[config.mk]
export PLATFORM = sky130hd
export DESIGN_NAME = rhs_spi_responder
export DESIGN_NICKNAME = d
export VERILOG_FILES = /design/src/rtl/rhs_spi_pkg.sv /design/src/rtl/rhs_spi_edge_sync.sv /design/src/rtl/rhs_spi_responder.sv
export SDC_FILE = /design/constraint.sdc
export NUM_CORES = 2
export LEC_CHECK = 0
export CORE_ASPECT_RATIO = 1.1
export CORE_UTILIZATION = 51
export DETAILED_ROUTE_END_ITERATION = 10
export PLACE_DENSITY = 0.67
export SYNTH_ARGS = -nofsm -noshare
export SYNTH_HDL_FRONTEND = slang
export SYNTH_SLANG_ARGS = --single-unit
[constraint.sdc]
create_clock -name clk -period 3.2 [get_ports clk]
set_clock_uncertainty 0.1 [all_clocks]
set_input_delay 0.96 -clock clk [delete_from_list [all_inputs] [get_ports clk]]
set_output_delay 0.96 -clock clk [all_outputs]
set_load 0.03 [all_outputs]
[src/rtl/rhs_spi_pkg.sv]
// Shared definitions for the RHS2116 SPI responder: command opcodes, response tags,
// identity ROM contents and the frame FSM encoding.
package rhs_spi_pkg;

  localparam int WORD_BITS = 32;

  localparam logic [1:0]  CMD_CONVERT    = 2'b00;
  localparam logic [1:0]  CMD_WRITE      = 2'b10;
  localparam logic [1:0]  CMD_READ       = 2'b11;
  localparam logic [7:0]  CLEAR_BYTE     = 8'h6A;
  localparam logic [15:0] RESP_WRITE_TAG = 16'hFFFF;

  localparam logic [5:0]  BITCNT_FULL      = 6'd32;
  localparam logic [5:0]  BITCNT_SAT       = 6'd33;
  localparam logic [5:0]  CONVERT_CH_LIMIT = 6'd16;

  // Read-only identity words ("INTA ") above the writable register space
  localparam logic [7:0]  ROM_ADDR_0 = 8'd251;
  localparam logic [7:0]  ROM_ADDR_1 = 8'd252;
  localparam logic [7:0]  ROM_ADDR_2 = 8'd253;
  localparam logic [7:0]  ROM_ADDR_3 = 8'd254;
  localparam logic [7:0]  ROM_ADDR_4 = 8'd255;
  localparam logic [15:0] ROM_DATA_0 = 16'h0049;
  localparam logic [15:0] ROM_DATA_1 = 16'h004E;
  localparam logic [15:0] ROM_DATA_2 = 16'h0054;
  localparam logic [15:0] ROM_DATA_3 = 16'h0041;
  localparam logic [15:0] ROM_DATA_4 = 16'h0020;

  typedef enum logic [1:0] {
    ST_WAIT_IDLE = 2'd0,
    ST_IDLE      = 2'd1,
    ST_SHIFT     = 2'd2,
    ST_EXEC      = 2'd3
  } state_t;

  function automatic logic [15:0] rom_lookup(input logic [7:0] addr);
    logic [15:0] val;
    case (addr)
      ROM_ADDR_0: val = ROM_DATA_0;
      ROM_ADDR_1: val = ROM_DATA_1;
      ROM_ADDR_2: val = ROM_DATA_2;
      ROM_ADDR_3: val = ROM_DATA_3;
      ROM_ADDR_4: val = ROM_DATA_4;
      default:    val = 16'h0000;
    endcase
    return val;
  endfunction

endpackage

[src/rtl/rhs_spi_edge_sync.sv]
// Multi-stage synchronizer for one asynchronous SPI line, with single-cycle
// rise/fall pulses derived from the synchronized level.
module rhs_spi_edge_sync #(
  parameter int STAGES = 2
) (
  input  logic clk,
  input  logic rst,
  input  logic din,
  output logic level,
  output logic rise,
  output logic fall
);

  logic [STAGES-1:0] sync_r;
  logic              prev_r;

  // Synchronizer chain plus one-cycle history for edge detection
  always_ff @(posedge clk) begin
    if (rst) begin
      sync_r <= '0;
      prev_r <= 1'b0;
    end else begin
      sync_r <= {sync_r[STAGES-2:0], din};
      prev_r <= sync_r[STAGES-1];
    end
  end

  assign level = sync_r[STAGES-1];
  assign rise  = sync_r[STAGES-1] & ~prev_r;
  assign fall  = ~sync_r[STAGES-1] & prev_r;

endmodule

[src/rtl/rhs_spi_responder.sv]
// RHS2116 SPI responder emulator: oversampled SPI slave with a two-deep result
// pipeline, CONVERT sample synthesis, a small register file and identity ROM.
module rhs_spi_responder
  import rhs_spi_pkg::*;
#(
  parameter int STARTING_SEED = 0,
  parameter int SYNC_STAGES   = 2,
  parameter int REG_COUNT     = 64
) (
  input  logic                 clk,
  input  logic                 rst,
  input  logic                 SCLK,
  input  logic                 CS,
  input  logic                 MOSI,
  output logic                 MISO,
  output logic                 cmd_valid,
  output logic [WORD_BITS-1:0] cmd_word,
  output logic [5:0]           channel_out,
  output logic                 frame_error
);

  localparam logic [15:0] SEED16    = 16'(STARTING_SEED);
  localparam logic [8:0]  REG_LIMIT = 9'(REG_COUNT);
  localparam int          AW        = (REG_COUNT > 1) ? $clog2(REG_COUNT) : 1;

  logic sclk_unused_s, sclk_rise_s, sclk_fall_s;
  logic cs_s, cs_rise_s, cs_fall_s;
  logic [SYNC_STAGES-1:0] mosi_sync_r;
  logic mosi_s;

  state_t state_r, state_next_s;
  logic start_s, sample_s, advance_s, exec_s, ferr_s;

  logic [WORD_BITS-1:0] shreg_in_r, shreg_out_r, pipe0_r, pipe1_r;
  logic [WORD_BITS-1:0] cmd_word_r, result_s;
  logic [5:0]  bitcnt_r, channel_r, ch_s;
  logic [15:0] conv_count_r, conv_next_s, sample_val_s, rd_s;
  logic [15:0] regs_r [0:REG_COUNT-1];
  logic [7:0]  addr_s;
  logic        in_range_s, wr_en_s, is_convert_s;
  logic        miso_r, cmd_valid_r, frame_error_r;

  rhs_spi_edge_sync #(.STAGES(SYNC_STAGES)) u_sclk_sync (
    .clk(clk), .rst(rst), .din(SCLK),
    .level(sclk_unused_s), .rise(sclk_rise_s), .fall(sclk_fall_s)
  );

  rhs_spi_edge_sync #(.STAGES(SYNC_STAGES)) u_cs_sync (
    .clk(clk), .rst(rst), .din(CS),
    .level(cs_s), .rise(cs_rise_s), .fall(cs_fall_s)
  );

  // MOSI needs only the synchronizer; it is qualified by the SCLK rise pulse
  always_ff @(posedge clk) begin
    if (rst) begin
      mosi_sync_r <= '0;
    end else begin
      mosi_sync_r <= {mosi_sync_r[SYNC_STAGES-2:0], MOSI};
    end
  end
  assign mosi_s = mosi_sync_r[SYNC_STAGES-1];

  // Frame FSM state register
  always_ff @(posedge clk) begin
    if (rst) begin
      state_r <= ST_WAIT_IDLE;
    end else begin
      state_r <= state_next_s;
    end
  end

  // Frame FSM next state and datapath strobes
  always_comb begin
    state_next_s = state_r;
    start_s      = 1'b0;
    sample_s     = 1'b0;
    advance_s    = 1'b0;
    exec_s       = 1'b0;
    ferr_s       = 1'b0;
    case (state_r)
      ST_WAIT_IDLE: begin
        if (cs_s) state_next_s = ST_IDLE;
        else      state_next_s = ST_WAIT_IDLE;
      end
      ST_IDLE: begin
        if (cs_fall_s) begin
          state_next_s = ST_SHIFT;
          start_s      = 1'b1;
        end else begin
          state_next_s = ST_IDLE;
        end
      end
      ST_SHIFT: begin
        if (cs_rise_s) begin
          if (bitcnt_r == BITCNT_FULL) begin
            state_next_s = ST_EXEC;
          end else begin
            state_next_s = ST_IDLE;
            ferr_s       = 1'b1;
          end
        end else begin
          sample_s  = sclk_rise_s;
          advance_s = sclk_fall_s;
        end
      end
      ST_EXEC: begin
        exec_s       = 1'b1;
        state_next_s = ST_IDLE;
      end
      default: state_next_s = ST_WAIT_IDLE;
    endcase
  end

  assign addr_s       = shreg_in_r[23:16];
  assign ch_s         = shreg_in_r[21:16];
  assign in_range_s   = ({1'b0, addr_s} < REG_LIMIT);
  assign sample_val_s = SEED16 + {10'd0, ch_s} + conv_count_r;

  // Command decode of the captured word
  always_comb begin
    result_s     = 32'h0000_0000;
    conv_next_s  = conv_count_r;
    wr_en_s      = 1'b0;
    is_convert_s = 1'b0;
    if (in_range_s) rd_s = regs_r[addr_s[AW-1:0]];
    else            rd_s = rom_lookup(addr_s);
    case (shreg_in_r[31:30])
      CMD_CONVERT: begin
        is_convert_s = 1'b1;
        conv_next_s  = conv_count_r + 16'd1;
        if (ch_s < CONVERT_CH_LIMIT) result_s = {16'h0000, sample_val_s};
        else                         result_s = 32'h0000_0000;
      end
      CMD_WRITE: begin
        wr_en_s  = in_range_s;
        result_s = {RESP_WRITE_TAG, shreg_in_r[15:0]};
      end
      CMD_READ: result_s = {16'h0000, rd_s};
      default: begin
        if (shreg_in_r[31:24] == CLEAR_BYTE) conv_next_s = 16'h0000;
        else                                 conv_next_s = conv_count_r;
      end
    endcase
  end

  // Shift registers, result pipeline and registered outputs
  always_ff @(posedge clk) begin
    if (rst) begin
      shreg_in_r    <= 32'h0000_0000;
      shreg_out_r   <= 32'h0000_0000;
      pipe0_r       <= 32'h0000_0000;
      pipe1_r       <= 32'h0000_0000;
      cmd_word_r    <= 32'h0000_0000;
      bitcnt_r      <= 6'd0;
      channel_r     <= 6'd0;
      conv_count_r  <= 16'h0000;
      miso_r        <= 1'b0;
      cmd_valid_r   <= 1'b0;
      frame_error_r <= 1'b0;
    end else begin
      cmd_valid_r   <= exec_s;
      frame_error_r <= ferr_s;
      if (start_s) begin
        shreg_in_r  <= 32'h0000_0000;
        shreg_out_r <= pipe1_r;
        miso_r      <= pipe1_r[31];
        bitcnt_r    <= 6'd0;
      end else begin
        if (sample_s) begin
          shreg_in_r <= {shreg_in_r[30:0], mosi_s};
          if (bitcnt_r != BITCNT_SAT) bitcnt_r <= bitcnt_r + 6'd1;
        end
        if (advance_s) begin
          shreg_out_r <= {shreg_out_r[30:0], 1'b0};
          miso_r      <= shreg_out_r[30];
        end
      end
      if (exec_s) begin
        cmd_word_r   <= shreg_in_r;
        pipe1_r      <= pipe0_r;
        pipe0_r      <= result_s;
        conv_count_r <= conv_next_s;
        if (is_convert_s) channel_r <= ch_s;
      end
    end
  end

  // Register file: cleared on reset, written only by in-range WRITE commands
  always_ff @(posedge clk) begin
    if (rst) begin
      for (int i = 0; i < REG_COUNT; i++) regs_r[i] <= 16'h0000;
    end else if (exec_s && wr_en_s) begin
      regs_r[addr_s[AW-1:0]] <= shreg_in_r[15:0];
    end
  end

  assign MISO        = miso_r;
  assign cmd_valid   = cmd_valid_r;
  assign cmd_word    = cmd_word_r;
  assign channel_out = channel_r;
  assign frame_error = frame_error_r;

endmodule

After elaboration in Yosys (flattened, before gate mapping)

Memories as Yosys holds them, arrays and structs flattened. A register that Yosys moved wholly into a read port is not among the register bits.
Cells that the tools add are included.

Bits in registers: 200
Logic and storage cells: 95
RAM bits: 1024
Memories kept: 1

Equality and inequality tests: 14
Reduce and logical (&&, ||, !) cells: 12
Magnitude comparators: 2
Multiplexer cells: 35
Add/sub/neg operators: 3
Bitwise logic cells: 11

Memories:

| memory | depth | bits a word | read ports | clocked after Yosys merged registers in | write ports | line                    | source |
|---|---|---|---|---|---|---|---|
| regs_r | 64    | 16          | 1          | 1                                       | 64          | rhs_spi_responder.sv:38 | `logic [15:0] regs_r [0:REG_COUNT-1];` |

Operator list:

| cell                  | count |
|---|---|
| $pmux 32 s3           | 1 |
| $mux 16               | 4 |
| $mux 31               | 2 |
| $eq 8x8->1 const B    | 5 |
| $pmux 7 s5            | 1 |
| $pmux 16 s2           | 1 |
| $mux 1                | 19 |
| $mux 6                | 3 |
| $add 16x1->16 const B | 1 |
| $add 6x16->16         | 1 |
| $reduce_or 16->1      | 1 |
| $eq 2x2->1 const B    | 4 |
| $eq 8x7->1 const B    | 1 |
| $lt 8x7->1 const B    | 1 |
| $pmux 2 s4            | 1 |
| $not 1->1             | 7 |
| $add 6x1->6 const B   | 1 |
| $eq 6x6->1 const B    | 1 |
| $lt 6x5->1 const B    | 1 |
| $mux 2                | 3 |
| $ne 6x6->1 const B    | 1 |
| $and 1x1->1           | 4 |
| $logic_not 2->1       | 2 |
| $reduce_and 2->1      | 2 |
| other kinds (7)       | 9 |

Longest topological paths before layout

Word-level depth: 8
Gate-level depth with buffers: 12
Depth with buffers taken out: 9

Modules after synthesis

Synthesis repeated with hierarchy kept, for this count alone.

Cell total of the unflattened synthesis: 3960
Area, all modules: 54234.5 µm²

Modules (own cells, without submodules):

| module            | times used | cells each | area an instance (µm²) | seq. area each (µm²) |
|---|---|---|---|---|
| rhs_spi_responder | 1          | 3944       | 54051.8                | 34152.8 |
| rhs_spi_edge_sync | 2          | 8          | 91.3                   | 60.1 |

Worst setup path after synthesis

No wires, ideal clock.

Path kind: input to register
From: input port rst
To: memory regs_r[27][0], enable pin
Path buffers: 1
Arrival: 2.330 ns
Path slack: 0.436 ns
Stages on the path: 6
Path through: nor2_1 and3_1 buf_2 nand4b_1 nor3_1 or2_2

RTL lines:

| what            | line                    | source |
|---|---|---|
| start, declared | rhs_spi_responder.sv:11 | `input logic rst,` |
| end, declared   | rhs_spi_responder.sv:38 |  |

==> flow_summary.json <==
{
  "run_status": "finished, final reports clean",
  "grt.overflow.total": 0,
  "yosysWarnings": 0,
  "synth_compound_area_frac": 0.0426,
  "cts_sinks": 1200,
  "dieArea_sq_mm": 0.108,
  "async_reset_ff_frac": 0,
  "slew_viol_final": 0,
  "crit_required_ns": 3.72,
  "route.detailed.wl_per_inst_um": 27.8,
  "die_h_um": 345,
  "worst_slew_pin_slew_ns": 1.14,
  "ys_seq_area_frac": 0.629,
  "reg2regPathDepth": 6,
  "fp.dieW_um": 314,
  "drv_cap": 0,
  "fmax_mhz": 319,
  "clk_latency_ns": 0.73,
  "muxShareOfSynthArea": 0.121,
  "timing.rr.end": "pipe0_r[11]",
  "cp_max_fo": 10,
  "synth_top_flop_cell": "edfxtp_1",
  "gp_congestion": 0.966,
  "syn_area_per_cell_sq_um": 14.0,
  "p_leak_nw": 21.4,
  "coreArea_sq_mm": 0.106,
  "antenna_found_initial": 5,
  "power_density_mw_per_mm2": 518,
  "finalSetupTns_ns": 0,
  "holdPathStages": 1,
  "start_kind": "flop",
  "vias": 33700,
  "yosysMostFrequentCell": "and2_1",
  "area_delta_synth_final_pct": 15.4,
  "start_util": 0.515,
  "synthTopCellsByCount": "and2_1, edfxtp_1, nand2_1",
  "dr.pass1.iters": 6,
  "worstSetupPathType": "flop to flop",
  "min_to": "mosi_sync_r[1]",
  "htreeDepth": 3,
  "viasPerCell": 6.02,
  "final.period_utilization": 0.981,
  "cts_tree": "yes",
  "hold_violations": 0,
  "period_minus_slack_ns": 3.14,
  "pin_count": 46,
  "synth_top_family_by_area": "simple AND/OR/NAND/NOR gates",
  "post-route-drc-count": 0,
  "grtUsageTotal": 0.289,
  "synth-adder-area-share": 0.00266,
  "syn_inst": 3903,
  "syn_area_sq_mm": 0.0545,
  "drtIter0Drc": 4130,
  "synth_xor_area_frac": 0.00322,
  "rows": 125,
  "irDropWorstVdd_uv": 470,
  "synth_simple_gate_area_frac": 0.170,
  "r2r_setup_slack_ns": 0.06,
  "grt_pass1_wl_um": 226000,
  "synth_area_leaders": "edfxtp_1, and2_1, mux4_2",
  "grt_max_degree": 69,
  "rsz0062_at_grt": "false",
  "drt_wl_total_um": 156000,
  "clk_path_buf_depth": 3,
  "fillers": 8084,
  "maxSlewHeadroom": 0.241,
  "hold_ws_ns": 0.342,
  "hold_path_startpoint": "mosi_sync_r[0]",
  "portBuffers": 45,
  "cp-end-kind": "flop",
  "synth_top_area_cell": "edfxtp_1",
  "layout.nets": 4112,
  "setup-violations-final": 0,
  "hold_path_class": "flop to flop",
  "hpwl_um": 104000,
  "clk_pin_slew_ns": 0.06,
  "ys_seq_elements": 1200,
  "drtAntennaViolNets": 0,
  "cts_buffers": 118,
  "drive_gt1_frac": 0.208,
  "arrival_ns": 3.66,
  "root_buffer": "clkbuf_16",
  "synth-edff-count": 1024,
  "synth_nets": 3919,
  "ys_types": 74,
  "grt_pass1_vias": 32300,
  "power_mw": 32.6,
  "yosysTopAreaCellShare": 0.564
}
cell families after synthesis:
group,Yosys count
AO/OA/AOI/OAI,347
XOR/XNOR,20
adder cells (fa/ha/maj),11
buffers and inverters,355
flip-flops,1200
multiplexers,322
AND/OR/NAND/NOR,1648
flip-flops by register name, indices dropped and copies added (netlist names), named ones only:
name,flops
cmd_valid,1
pipe1_r,17
mosi_sync_r,2
u_sclk_sync.prev_r,1
u_cs_sync.prev_r,1
MISO,1
frame_error,1
u_cs_sync.sync_r,2
regs_r,1024
shreg_out_r,31
channel_out,6
pipe0_r,17
conv_count_r,16
shreg_in_r,32
state_r,2
cmd_word,32
bitcnt_r,6
u_sclk_sync.sync_r,2
report_power, final:
group	total [mW]	internal (mW)	switching, mW	leakage [nW]
Clock	13.6	7.70	5.94	1.81
Combinational	1.16	0.512	0.645	8.41
Sequential	17.8	17.6	0.205	11.1
worst max-delay path by stage:
| stage | end | depth (start not counted) | slack [ns] |
|---|---|---|---|
| after CTS | pipe0_r[2] | 7 | 0.16 |
| final | pipe0_r[11] | 6 | 0.06 |
| after global placement | regs_r[5][6] | 9 | -0.06 |
| after global routing | pipe0_r[2] | 7 | 0.02 |
| after floorplan | regs_r[27][0] | 6 | 0.44 |
| after detailed placement | regs_r[5][6] | 9 | -0.001 |
stage by stage:
stage / util / worst slack (ns) / area [sq um] / std cells
finish: 0.595 / 0.0618 / 62900 / 5599
global route: 0.595 / 0.0157 / 62900 / 5597
CTS: 0.595 / 0.162 / 62900 / 5596
detailed placement: 0.559 / -0.00118 / 59100 / 5373
global placement: 0.559 / -0.0581 / 59100 / 5373
floorplan: - / 0.436 / 54500 / 3903
final cells by class:
class                      instances  area, sq um  area share
antenna                            3         7.51    0.000119
clock buffer                     163         3250      0.0516
clock inverter                    60          497     0.00790
inverter                          11         41.3    0.000657
multi-input combinational       2348        18500       0.294
sequential                      1200        34300       0.545
tap                             1397         1750      0.0278
timing repair buffer             417         4560      0.0725
worst max-delay path, cell delays in order, from the launching register on:
cell,delay (ns)
dfxtp_1,0.93
nor2b_1,0.37
nand2b_1,0.38
o221ai_1,0.18
a211oi_1,0.71
a21oi_1,0.08
a311oi_1,0.28
routing by layer:
layer / up-vias / part of all wire / GRT usage
met3: 331 / 0.086 / 0.0525
met4: 0 / 0.051 / 0.133
met1: 17200 / 0.40 / 0.398
met5: - / 0 / 0
li1: 14600 / - / -
met2: 1575 / 0.46 / 0.449
what timing repair did:
item,4_1_cts,5_1_grt
buffers inserted,0,0
resized for setup,0,0
endpoints found under the setup margin,0,1
hold buffers,0,0
cell usage in the layout, fill, tap and decap left out, drive strengths merged, types with 8 or more instances in the layout:
cell type and count:
and2 1029, edfxtp 1024, buf 373, nand2 296, mux4 260, dfxtp 176
clkbuf 163, a21oi 139, nor2 132, or2 66, mux2i 57, clkdlybuf4s50 44
clkinv 44, a311oi 30, nor2b 27, o21ai 26, a22oi 22, nor3 22
a31oi 21, o221ai 18, nand3 17, xor2 15, a211oi 14, nand2b 13
inv 13, a221oi 13, o22ai 10, a22o 10, ha 10, nand4 9
a2111oi 8, bufinv 8
Power figures use the tool's default switching activity.
